**src/rtl/round_ctrl.sv**
```systemverilog
// Round-sequencing controller: steps a round counter by UNROLL per cycle, up or down.
// Define ROUND_CTRL_STALL_EN to honour stl; otherwise stl is accepted but ignored.
module round_ctrl #(
  parameter  int NR     = 32,
  parameter  int UNROLL = 1,
  localparam int CW     = $clog2(NR)
) (
  input  logic          ck,
  input  logic          rst,
  input  logic          sta,
  input  logic          dec,
  input  logic          abt,
  input  logic          stl,
  output logic [CW-1:0] cnt,
  output logic          fst,
  output logic          lst,
  output logic          act,
  output logic          dir,
  output logic          rdy
);

  typedef enum logic {IDLE = 1'b0, RUN = 1'b1} state_t;

  localparam logic [CW-1:0] HIGH_IDX = CW'(NR - UNROLL);
  localparam logic [CW-1:0] STEP     = CW'(UNROLL);

  state_t        r_state;
  logic [CW-1:0] r_cnt;
  logic          r_dir;
  logic          r_rdy;
  logic          w_fst;
  logic          w_lst;
  logic          w_stall;

  // Start of an up-count is 0 and its end is HIGH_IDX; a down-count swaps them.
  assign w_fst = r_dir ? (r_cnt == HIGH_IDX) : (r_cnt == '0);
  assign w_lst = r_dir ? (r_cnt == '0) : (r_cnt == HIGH_IDX);

`ifdef ROUND_CTRL_STALL_EN
  assign w_stall = stl;
`else
  logic w_unused_stl;
  assign w_unused_stl = stl;
  assign w_stall      = 1'b0;
`endif

  always_ff @(posedge ck or posedge rst) begin
    if (rst) begin
      r_state <= IDLE;
      r_cnt   <= '0;
      r_dir   <= 1'b0;
      r_rdy   <= 1'b0;
    end else if (sta) begin
      // A start always wins, so a coinciding completion never raises rdy.
      r_state <= RUN;
      r_dir   <= dec;
      r_cnt   <= dec ? HIGH_IDX : '0;
      r_rdy   <= 1'b0;
    end else if (abt) begin
      r_state <= IDLE;
      r_cnt   <= '0;
      r_rdy   <= 1'b0;
    end else if (r_state == RUN) begin
      if (w_stall) begin
        r_rdy <= 1'b0;
      end else if (w_lst) begin
        r_state <= IDLE;
        r_cnt   <= '0;
        r_rdy   <= 1'b1;
      end else begin
        r_cnt <= r_dir ? (r_cnt - STEP) : (r_cnt + STEP);
        r_rdy <= 1'b0;
      end
    end else begin
      r_rdy <= 1'b0;
    end
  end

  assign cnt = r_cnt;
  assign fst = w_fst;
  assign lst = w_lst;
  assign act = (r_state == RUN);
  assign dir = r_dir;
  assign rdy = r_rdy;

endmodule

```
**config.mk**
```make
export PLATFORM = sky130hd
export DESIGN_NAME = round_ctrl
export DESIGN_NICKNAME = d
export VERILOG_FILES = /design/src/rtl/round_ctrl.sv
export SDC_FILE = /design/constraint.sdc
export NUM_CORES = 1
export LEC_CHECK = 0
export BUFFER_PORTS_ARGS = -buffer_cell sky130_fd_sc_hd__buf_4
export CAP_MARGIN = 5
export CORE_UTILIZATION = 35
export DETAILED_ROUTE_END_ITERATION = 7
export GPL_TIMING_DRIVEN = 1
export HOLD_SLACK_MARGIN = 0.1
export PLACE_DENSITY = 0.66
export SLEW_MARGIN = 10
export SYNTH_ARGS = -nofsm -noshare
export SYNTH_HDL_FRONTEND = slang
export SYNTH_SLANG_ARGS = --single-unit
```
**constraint.sdc**
```tcl
create_clock -name ck -period 2.3 [get_ports ck]
set_input_delay 0.23 -clock ck [delete_from_list [all_inputs] [get_ports ck]]
set_output_delay 0.23 -clock ck [all_outputs]
set_load 0.01 [all_outputs]
```
==> run summary, run 1 <==
Synth warnings -> 0
standard-cell row count -> 13
start-to-end type of the worst setup path -> flop to output port
category of the worst setup path launch point -> flop
Die Ht -> 41.0 um
router iterations before antenna repair -> 4
power density normalized to cell area -> 651 mW/mm^2
number of antenna-violating nets in the routed design -> 0
routed wire length per instance -> 12.7 um
crit-path cells -> or4_1 > nand2_2 > buf_4
I/O Pins -> 16
maximum number of pins on one net before global-route repair -> 11
gp weighted congestion -> 0.753
startpoint of the tightest hold check path -> sta
worst reg2reg path endpoint -> cnt[4]$_DFFE_PP0P_
crit-path leading delay family -> simple AND/OR/NAND/NOR gates
switching component of the power -> 148 uW
fin worst setup slack -> 0.348 ns
clock tree skew after final layout -> 0.00384 ns
TritonCTS clock tree -> yes
final antenna diode count -> 0
crit path buf inv count -> 1
kind of end point of the critical path -> output port
initial detailed-routing violation count -> 14
Logic pwr share -> 34.6%
standard cell with the maximum stage delay on the critical path -> or4_1
depth of the most critical reg-to-reg path -> 6
number of filler cells placed in the layout -> 135
endpoint required time on the critical path -> 2.07 ns
Pleak -> 0.000327 uW
TritonCTS buffer count -> 3
total vias in the final route -> 509
Critical R2R Launch -> dir$_DFFE_PP0P_
achievable frequency -> 0.512 GHz
switching part of the total -> 33.4%
vias per cell -> 5.47
post-CTS clock slew at the launch and capture registers of the worst setup and hold paths -> 0.05 ns
sequential-to-total area share from yosys stat -> 37.6%
share of post-route cells with drive strength above 1 -> 24.4%
DRC violation count after routing -> 0
post-CTS sizing -> 0
peak per-stage delay on the critical path -> 0.71 ns
Max transition margin -> 74.0%
hold_ws -> 0.206 ns
count of endpoints failing hold in the final timing report -> 0
area overhead of the layout relative to synthesis -> 27.8%
half-perimeter wire length after detailed placement -> 890 um
final WL -> 1180 um
final setup violating endpoints -> 0
Max Fanout on Critical Path -> 10
Clock Tree Root -> clkbuf_4
share of the clock period used by the worst path after layout -> 84.9%
peak ir drop on the vdd network -> 383 uV
Pint -> 294 uW
unrepaired setup endpoints after global routing -> no
library cells used by synthesis -> 27
TritonCTS sink count -> 8
type of the worst min-delay path -> input pin to flop
via count of the first global-routing pass -> 430
worst setup timing slack at the placement stage -> 0.433 ns
mean instance size in the synthesized netlist -> 8.58 sq um
buffer depth of the longest clock path -> 2
Post-CTS Setup Bufs -> 0
register-to-register setup slack -> 0.41 ns
Pins Over Slew Limit -> 0
total negative setup slack -> 0 ns
Hold Path Depth -> 2
clock latency reported for the late side of the worst-skew pair -> 0.25 ns
CTS H-tree depth -> 1
starting density of the core -> 39.4%
status -> complete, no violations
Power, Total -> 442 uW
core area -> 0.00135 sq mm
first-pass GRT wire length -> 1790 um
proportion of power drawn by the clock network -> 23.2%
full die area -> 0.00168 sq mm
sequential share of power -> 42.2%
count of buffers from port buffering -> 14
Post-Synthesis Net Count -> 72
Final #Nets -> 90
overall fraction of global-route tracks in use -> 16.8%
final core utilization -> 50.3%
data arrival time of the critical path -> 1.72 ns
pin slew with the least headroom to its limit -> 0.389 ns
Die W -> 41.0 um
antenna violations before repair -> 0
cells after synthesis -> 62
Overflow after GRT -> 0
post-layout minimum cycle time -> 1.95 ns
synthesized area -> 532 sq um
max capacitance violation total -> 0
sink of the worst hold path -> act$_DFF_PP0_
register bit total from synthesis -> 8
==> power groups by stage <==
stage                     sequential (uW)  clock [uW]  combinational [uW]
after floorplan                       190           0                94.8
after global placement                189           0                 151
after detailed placement              188           0                 153
after CTS                             186         106                 154
after global routing                  190         112                 171
final                                 187         102                 153
==> layout by cell type, fill, tap and decap left out, types with 2 or more instances in the layout <==
cell type  Yosys  layout
o21ai_0        2       2
buf_4          0      14
a21oi_1        7       7
xnor2_1        2       2
nand2_1        4       4
clkbuf_4       0       3
nand4_1        3       3
and3_1         2       2
nor2_1         9       9
inv_1          5       5
ha_1           3       3
dfrtp_1        8       8
==> synthesized netlist by cell type (all sizes together) <==
cell / number / area (sq um)
xnor2: 2 / 17.5
nand4: 3 / 18.8
and2: 1 / 6.26
nand2b: 1 / 6.26
and3: 2 / 12.5
a21oi: 7 / 35.0
a41o: 1 / 10.0
o2111ai: 1 / 8.76
nand2: 5 / 21.3
inv: 5 / 18.8
nand4b: 1 / 8.76
ha: 3 / 37.5
nand3: 2 / 15.0
o32ai: 1 / 8.76
xor2: 1 / 8.76
or3: 1 / 6.26
nor3: 1 / 5.00
clkbuf: 1 / 3.75
buf: 1 / 5.00
fa: 1 / 20.0
dfrtp: 8 / 200
o21ai: 2 / 10.0
nor2: 9 / 33.8
or4: 1 / 7.51
o22ai: 1 / 6.26
==> flip-flops by register name (all words and copies together) (netlist names) <==
register and count:
dir 1, act 1, cnt 5, rdy 1
==> metrics by stage <==
| step | cells | area, sq um |
|---|---|---|
| 2_1_floorplan | 62 | 532 |
| 3_3_place_gp | 89 | 647 |
| 3_5_place_dp | 89 | 647 |
| 4_1_cts | 93 | 679 |
| 5_1_grt | 93 | 679 |
| 6_report | 93 | 679 |
==> routing by layer <==
layer,vias up,track usage (%),share of wire [%]
met4,0,2.50,0
met2,14,27.0,47
met3,0,9.78,6.9
li1,256,-,-
met1,239,19.4,46
met5,-,0,0
==> layout make-up <==
cell class | count | area (sq um) | share of cell area, %
Multi-Input combinational cell | 47 | 304 | 44.8
Inverter | 5 | 18.8 | 2.76
Timing Repair Buffer | 15 | 115 | 16.9
Sequential cell | 8 | 200 | 29.5
Clock buffer | 3 | 22.5 | 3.31
Tap cell | 15 | 18.8 | 2.76
==> how the worst max path moves through the flow <==
stage / end / start / slack [ns] / cells past startpoint
floorplan: cnt[4]$_DFFE_PP0P_ / dir$_DFFE_PP0P_ / 0.59 / 6
finish: lst / dir$_DFFE_PP0P_ / 0.35 / 3
detailed placement: cnt[4]$_DFFE_PP0P_ / dir$_DFFE_PP0P_ / 0.43 / 6
CTS: lst / dir$_DFFE_PP0P_ / 0.35 / 3
global placement: cnt[4]$_DFFE_PP0P_ / dir$_DFFE_PP0P_ / 0.43 / 6
global route: lst / cnt[1]$_DFFE_PP0P_ / 0.27 / 4
==> logic make-up (layout without fill, tap and decap cells) <==
family	count (synthesis)	count (layout)	synth area share (%)
DFF	8	8	37.6
xor gates and xnor gates	3	3	4.94
and+or+nand+nor	27	27	26.6
AOI/OAI and AO/OA	13	13	14.8
adders and majority gates	4	4	10.8
buffers and inverters	7	23	5.18
==> what timing repair did <==
| item | in CTS | in global routing |
|---|---|---|
| endpoints found under the hold margin | 8 | 0 |
| setup endpoints to repair | 0 | 0 |
| hold buffers | 1 | 0 |
==> worst register-to-register path, cell delays in order, from the launching register on <==
cell and delay [ns]:
dfrtp_1 0.56, inv_1 0.14, fa_1 0.41, nand2b_1 0.16, a21oi_1 0.18, xnor2_1 0.09
o32ai_1 0.25
(Power assumes the default switching activity.)
==> run 2, diff against run 1 <==
--- a/config.mk
+++ b/config.mk
@@ -11,7 +11,7 @@
 export DETAILED_ROUTE_END_ITERATION = 7
 export GPL_TIMING_DRIVEN = 1
 export HOLD_SLACK_MARGIN = 0.1
-export PLACE_DENSITY = 0.66
+export PLACE_DENSITY = 0.68
 export SLEW_MARGIN = 10
 export SYNTH_ARGS = -nofsm -noshare
 export SYNTH_HDL_FRONTEND = slang
==> constraint.sdc (replaced) <==
create_clock -name ck -period 1.72 [get_ports ck]
set_input_delay 0.172 -clock ck [delete_from_list [all_inputs] [get_ports ck]]
set_output_delay 0.172 -clock ck [all_outputs]
set_load 0.01 [all_outputs]
==> run 2 against run 1 <==
Effect of this change:
- critical path depth is 2 higher
- non-clock buffer count up 9
- core utilization grew 7.0 points
- register-to-register slack got worse by 0.33 ns
- clock skew grew 0.0044 ns
- global-route usage up 2.8 points
- die area unchanged
- largest cell class unchanged
==> run summary, run 2 (synthesis gave the netlist of run 1 again) <==
status -> complete, no violations
starting density of the core -> 39.4% (unchanged)
hold_ws -> 0.155 ns (-0.0513 ns)
antenna violations before repair -> 0 (unchanged)
Overflow after GRT -> 0 (unchanged)
count of buffers from port buffering -> 14 (unchanged)
Final #Nets -> 99 (+10%)
via count of the first global-routing pass -> 484 (+13%)
full die area -> 0.00168 sq mm (unchanged)
TritonCTS clock tree -> yes
CTS H-tree depth -> 1 (unchanged)
category of the worst setup path launch point -> flop
power density normalized to cell area -> 850 mW/mm^2 (+31%)
final setup violating endpoints -> 0 (unchanged)
total vias in the final route -> 561 (+10%)
peak ir drop on the vdd network -> 619 uV (+61%)
post-CTS clock slew at the launch and capture registers of the worst setup and hold paths -> 0.05 ns (about the same)
Max Fanout on Critical Path -> 4 (-6)
half-perimeter wire length after detailed placement -> 959 um (+7.7%)
Pleak -> 0.000373 uW (+14%)
max capacitance violation total -> 0 (unchanged)
gp weighted congestion -> 0.768 (+2.0%)
DRC violation count after routing -> 0 (unchanged)
overall fraction of global-route tracks in use -> 19.6% (+2.8 points)
count of endpoints failing hold in the final timing report -> 0 (unchanged)
router iterations before antenna repair -> 4 (unchanged)
I/O Pins -> 16 (unchanged)
number of filler cells placed in the layout -> 117 (-13%)
final WL -> 1390 um (+18%)
data arrival time of the critical path -> 1.51 ns (-0.21 ns)
endpoint required time on the critical path -> 1.55 ns (-0.52 ns)
core area -> 0.00135 sq mm (unchanged)
Die W -> 41.0 um (unchanged)
pin slew with the least headroom to its limit -> 0.376 ns (-0.0123 ns)
most common cell after layout, fill and taps aside -> buf_4
TritonCTS sink count -> 8 (unchanged)
number of antenna-violating nets in the routed design -> 0 (unchanged)
post-layout minimum cycle time -> 1.68 ns
share of the clock period used by the worst path after layout -> 97.6%
buffer depth of the longest clock path -> 2 (unchanged)
Die Ht -> 41.0 um (unchanged)
total negative setup slack -> 0 ns (unchanged)
standard-cell row count -> 13 (unchanged)
unrepaired setup endpoints after global routing -> no
kind of end point of the critical path -> output port
type of the worst min-delay path -> input pin to flop
area overhead of the layout relative to synthesis -> 45.4%
final antenna diode count -> 0 (unchanged)
Clock Tree Root -> clkbuf_4
start-to-end type of the worst setup path -> flop to output port
routed wire length per instance -> 13.6 um (+7.2%)
Max transition margin -> 74.8% (+0.82 points)
maximum number of pins on one net before global-route repair -> 10 (-1)
first-pass GRT wire length -> 2000 um (+12%)
initial detailed-routing violation count -> 13 (-1)
TritonCTS buffer count -> 3 (unchanged)
clock tree skew after final layout -> 0.00822 ns (+0.00438 ns)
commonest cells after routing, fill and taps aside -> buf_4, nor2_1, a21oi_1, dfrtp_1, inv_1
vias per cell -> 5.50 (+0.49%)
achievable frequency -> 0.596 GHz
Pins Over Slew Limit -> 0 (unchanged)
number of flip-flops in the largest register -> 5 (unchanged)
share of post-route cells with drive strength above 1 -> 39.1% (+15 points)
clock latency reported for the late side of the worst-skew pair -> 0.25 ns (about the same)
[run 2: cell types whose count changed in the layout (fill, tap and decap cells not counted), sizes merged]
cell | previous run | this run
buf | 14 | 23
[run 2: per-layer routing]
metal / vias to the layer above / wire length (um) / GRT usage [%]
li1: 270 / - / -
met1: 267 / 585 / 19.4
met2: 18 / 703 / 34.8
met4: 0 / 34 / 6.67
met5: - / 0 / 0
met3: 6 / 64 / 9.78
[run 2: worst paths after layout]
kind / from / to / slack (ns) / cells past startpoint
worst max-delay path: cnt[0]$_DFFE_PP0P_ / lst / 0.04 / 5
worst min-delay path: sta / act$_DFF_PP0_ / 0.15 / 2
worst max register to register: cnt[2]$_DFFE_PP0P_ / cnt[3]$_DFFE_PP0P_ / 0.08 / 6
worst min register to register: act$_DFF_PP0_ / rdy$_DFF_PP0_ / 0.61 / 1
max in group asynchronous: rst / cnt[3]$_DFFE_PP0P_ / 1.02 / 3
min in group asynchronous: rst / cnt[1]$_DFFE_PP0P_ / 0.43 / 3
[run 2: area by class of cell]
type	count	area [sq um]	area share, %
tap	15	18.8	2.43
multi-input combinational	47	324	41.9
inverter	5	18.8	2.43
clock buffer	3	22.5	2.91
sequential	8	203	26.2
timing repair buffer	24	186	24.1
[run 2: timing repair]
item | 4_1_cts | 5_1_grt
endpoints found under the hold margin | 8 | 0
pin swaps | 1 | 3
setup buffers | 1 | 4
setup endpoints to repair | 1 | 2
hold buffers | 1 | 0
resized for setup | 4 | 4
[run 2: through the flow]
stage	util [%]	cell area (sq um)	std cells	total power, uW	setup slack [ns]
after floorplan	-	532	62	380	0.00926
after global placement	50.1	677	93	474	0.0965
after detailed placement	50.1	677	93	481	0.0717
after CTS	54.1	731	98	633	0.00877
after global routing	57.3	773	102	710	0.00256
final	57.3	773	102	657	0.0409
[run 2: critical path, cell delays in order (launching register included)]
cell and delay (ns):
dfrtp_1 0.36, buf_6 0.11, nand2_1 0.06, or4_4 0.52, nand2_4 0.09, buf_4 0.12
[run 2: report_power, final]
part / internal, uW / total [uW] / switching [uW]
Combinational: 142 / 286 / 144
Sequential: 212 / 230 / 18.4
Clock: 79.6 / 141 / 60.9
==> run 3, diff against run 2 <==
--- a/config.mk
+++ b/config.mk
@@ -7,11 +7,13 @@
 export LEC_CHECK = 0
 export BUFFER_PORTS_ARGS = -buffer_cell sky130_fd_sc_hd__buf_4
 export CAP_MARGIN = 5
-export CORE_UTILIZATION = 35
+export CELL_PAD_IN_SITES_DETAIL_PLACEMENT = 0
+export CELL_PAD_IN_SITES_GLOBAL_PLACEMENT = 1
+export CORE_UTILIZATION = 31
 export DETAILED_ROUTE_END_ITERATION = 7
 export GPL_TIMING_DRIVEN = 1
 export HOLD_SLACK_MARGIN = 0.1
-export PLACE_DENSITY = 0.68
+export PLACE_DENSITY = 0.78
 export SLEW_MARGIN = 10
 export SYNTH_ARGS = -nofsm -noshare
 export SYNTH_HDL_FRONTEND = slang
==> run 3 against run 2 <==
Effect of this change:
- critical endpoint unchanged
- routed wire length down 7.7%
- setup slack worse by 0.027 ns
- non-clock buffer count down 3
- hold slack worse by 0.0059 ns
- register-to-register slack better by 0.04 ns
- final cell count down 2.0%
- sequential share of layout area up 0.74 points
- clock-buffer cell count unchanged
- core utilization down 9.0 points
- sequential power up 2%
==> run summary, run 3 (synthesis gave the netlist of run 1 again) <==
I/O Pins -> 16 (unchanged)
initial detailed-routing violation count -> 13 (unchanged)
data arrival time of the critical path -> 1.53 ns (+0.02 ns)
number of flip-flops in the largest register -> 5 (unchanged)
core area -> 0.00156 sq mm (+15%)
# placed instances -> 94 (+1.1%)
router iterations before antenna repair -> 2 (-2)
maximum number of pins on one net before global-route repair -> 10 (unchanged)
count of placed standard cells in the final layout, fillers left out -> 100 (-2.0%)
count of buffers from port buffering -> 14 (unchanged)
full die area -> 0.00188 sq mm (+12%)
final setup violating endpoints -> 0 (unchanged)
antenna violations before repair -> 0 (unchanged)
CTS H-tree depth -> 1 (unchanged)
standard-cell row count -> 14 (+1)
first-pass GRT wire length -> 2210 um (+11%)
type of the worst min-delay path -> input pin to flop
endpoint required time on the critical path -> 1.55 ns (about the same)
status -> complete, no violations
Max transition margin -> 74.1% (-0.75 points)
final antenna diode count -> 0 (unchanged)
TritonCTS sink count -> 8 (unchanged)
overall fraction of global-route tracks in use -> 16.1% (-3.5 points)
start-to-end type of the worst setup path -> flop to output port
Overflow after GRT -> 0 (unchanged)
commonest cells after routing, fill and taps aside -> buf_4, nor2_1, a21oi_1, dfrtp_1, inv_1
count of endpoints failing hold in the final timing report -> 0 (unchanged)
area overhead of the layout relative to synthesis -> 41.4%
Die W -> 43.4 um (+5.9%)
unrepaired setup endpoints after global routing -> yes
share of post-route cells with drive strength above 1 -> 36.9% (-2.2 points)
TritonCTS clock tree -> yes
post-layout minimum cycle time -> 1.71 ns (+0.0265 ns)
clock tree skew after final layout -> 0.00210 ns (-0.00612 ns)
share of the clock period used by the worst path after layout -> 99.2% (+1.5 points)
Pins Over Slew Limit -> 0 (unchanged)
achievable frequency -> 0.586 GHz (-1.6%)
post-CTS clock slew at the launch and capture registers of the worst setup and hold paths -> 0.05 ns (about the same)
via count of the first global-routing pass -> 506 (+4.5%)
max capacitance violation total -> 0 (unchanged)
starting density of the core -> 34.1% (-5.3 points)
TritonCTS buffer count -> 3 (unchanged)
Power, Total -> 630 uW (-4.2%)
total vias in the final route -> 531 (-5.3%)
clock latency reported for the late side of the worst-skew pair -> 0.25 ns (about the same)
total negative setup slack -> 0 ns (unchanged)
Final #Nets -> 96 (-3.0%)
routed wire length per instance -> 12.8 um (-5.9%)
Pleak -> 0.000359 uW (-3.8%)
peak ir drop on the vdd network -> 506 uV (-18%)
final WL -> 1280 um (-7.7%)
most common cell after layout, fill and taps aside -> buf_4
vias per cell -> 5.31 (-3.5%)
gp weighted congestion -> 0.803 (+4.6%)
Max Fanout on Critical Path -> 3 (-1)
Clock Tree Root -> clkbuf_4
register-to-register setup slack -> 0.12 ns (+0.04 ns)
DRC violation count after routing -> 0 (unchanged)
buffer depth of the longest clock path -> 2 (unchanged)
number of antenna-violating nets in the routed design -> 0 (unchanged)
kind of end point of the critical path -> output port
half-perimeter wire length after detailed placement -> 943 um (-1.7%)
power density normalized to cell area -> 838 mW/mm^2 (-1.4%)
Die Ht -> 43.4 um (+5.9%)
category of the worst setup path launch point -> flop
hold_ws -> 0.149 ns (-0.00588 ns)
pin slew with the least headroom to its limit -> 0.388 ns (+0.0112 ns)
run 3: path summary, 6_finish.rpt:
check	end	start	cells past startpoint
worst max-delay path	lst	cnt[0]$_DFFE_PP0P_	5
worst min-delay path	dir$_DFFE_PP0P_	sta	2
worst max register to register	cnt[4]$_DFFE_PP0P_	cnt[0]$_DFFE_PP0P_	6
worst min register to register	rdy$_DFF_PP0_	act$_DFF_PP0_	1
max in group asynchronous	cnt[2]$_DFFE_PP0P_	rst	3
min in group asynchronous	rdy$_DFF_PP0_	rst	3
run 3: layout make-up:
| class | count | area [sq um] |
|---|---|---|
| multi-input cells | 47 | 324 |
| repair buffers | 21 | 164 |
| inverters | 5 | 18.8 |
| clock buffers | 3 | 22.5 |
| flip-flops and latches | 8 | 203 |
| well taps | 16 | 20.0 |
| fillers | 164 | 807 |
run 3: per-layer routing:
layer	vias up	routed length [um]	global-route usage [%]
met4	0	0	1.88
met1	261	590	20.0
met5	-	0	0
li1	264	-	-
met3	0	32	6.25
met2	6	657	27.6
run 3: per-stage QoR:
| stage | instance area (sq um) | setup slack, ns | util, % |
|---|---|---|---|
| finish | 752 | 0.0143 | 48.2 |
| global route | 752 | -0.0397 | 48.2 |
| CTS | 738 | 0.00312 | 47.4 |
| detailed placement | 678 | 0.0952 | 43.5 |
| global placement | 678 | 0.100 | 43.5 |
| floorplan | 532 | 0.00926 | - |
run 3: what timing repair did:
item,4_1_cts,5_1_grt
buffers inserted,2,0
endpoints found under the hold margin,8,0
pin swaps,1,1
hold buffers,1,0
gates resized for setup,3,5
endpoints found under the setup margin,1,3
run 3: report_power, final:
group          switching [uW]  internal, uW  total, uW
clock                    55.7          79.3        135
combinational             131           129        261
sequential               22.2           212        234
total                     209           421        630
run 3: worst max-delay path, stage by stage (launching register included):
cell,delay [ns]
dfrtp_1,0.36
buf_6,0.11
nand2_1,0.04
or4_4,0.57
nand2_4,0.09
buf_4,0.12
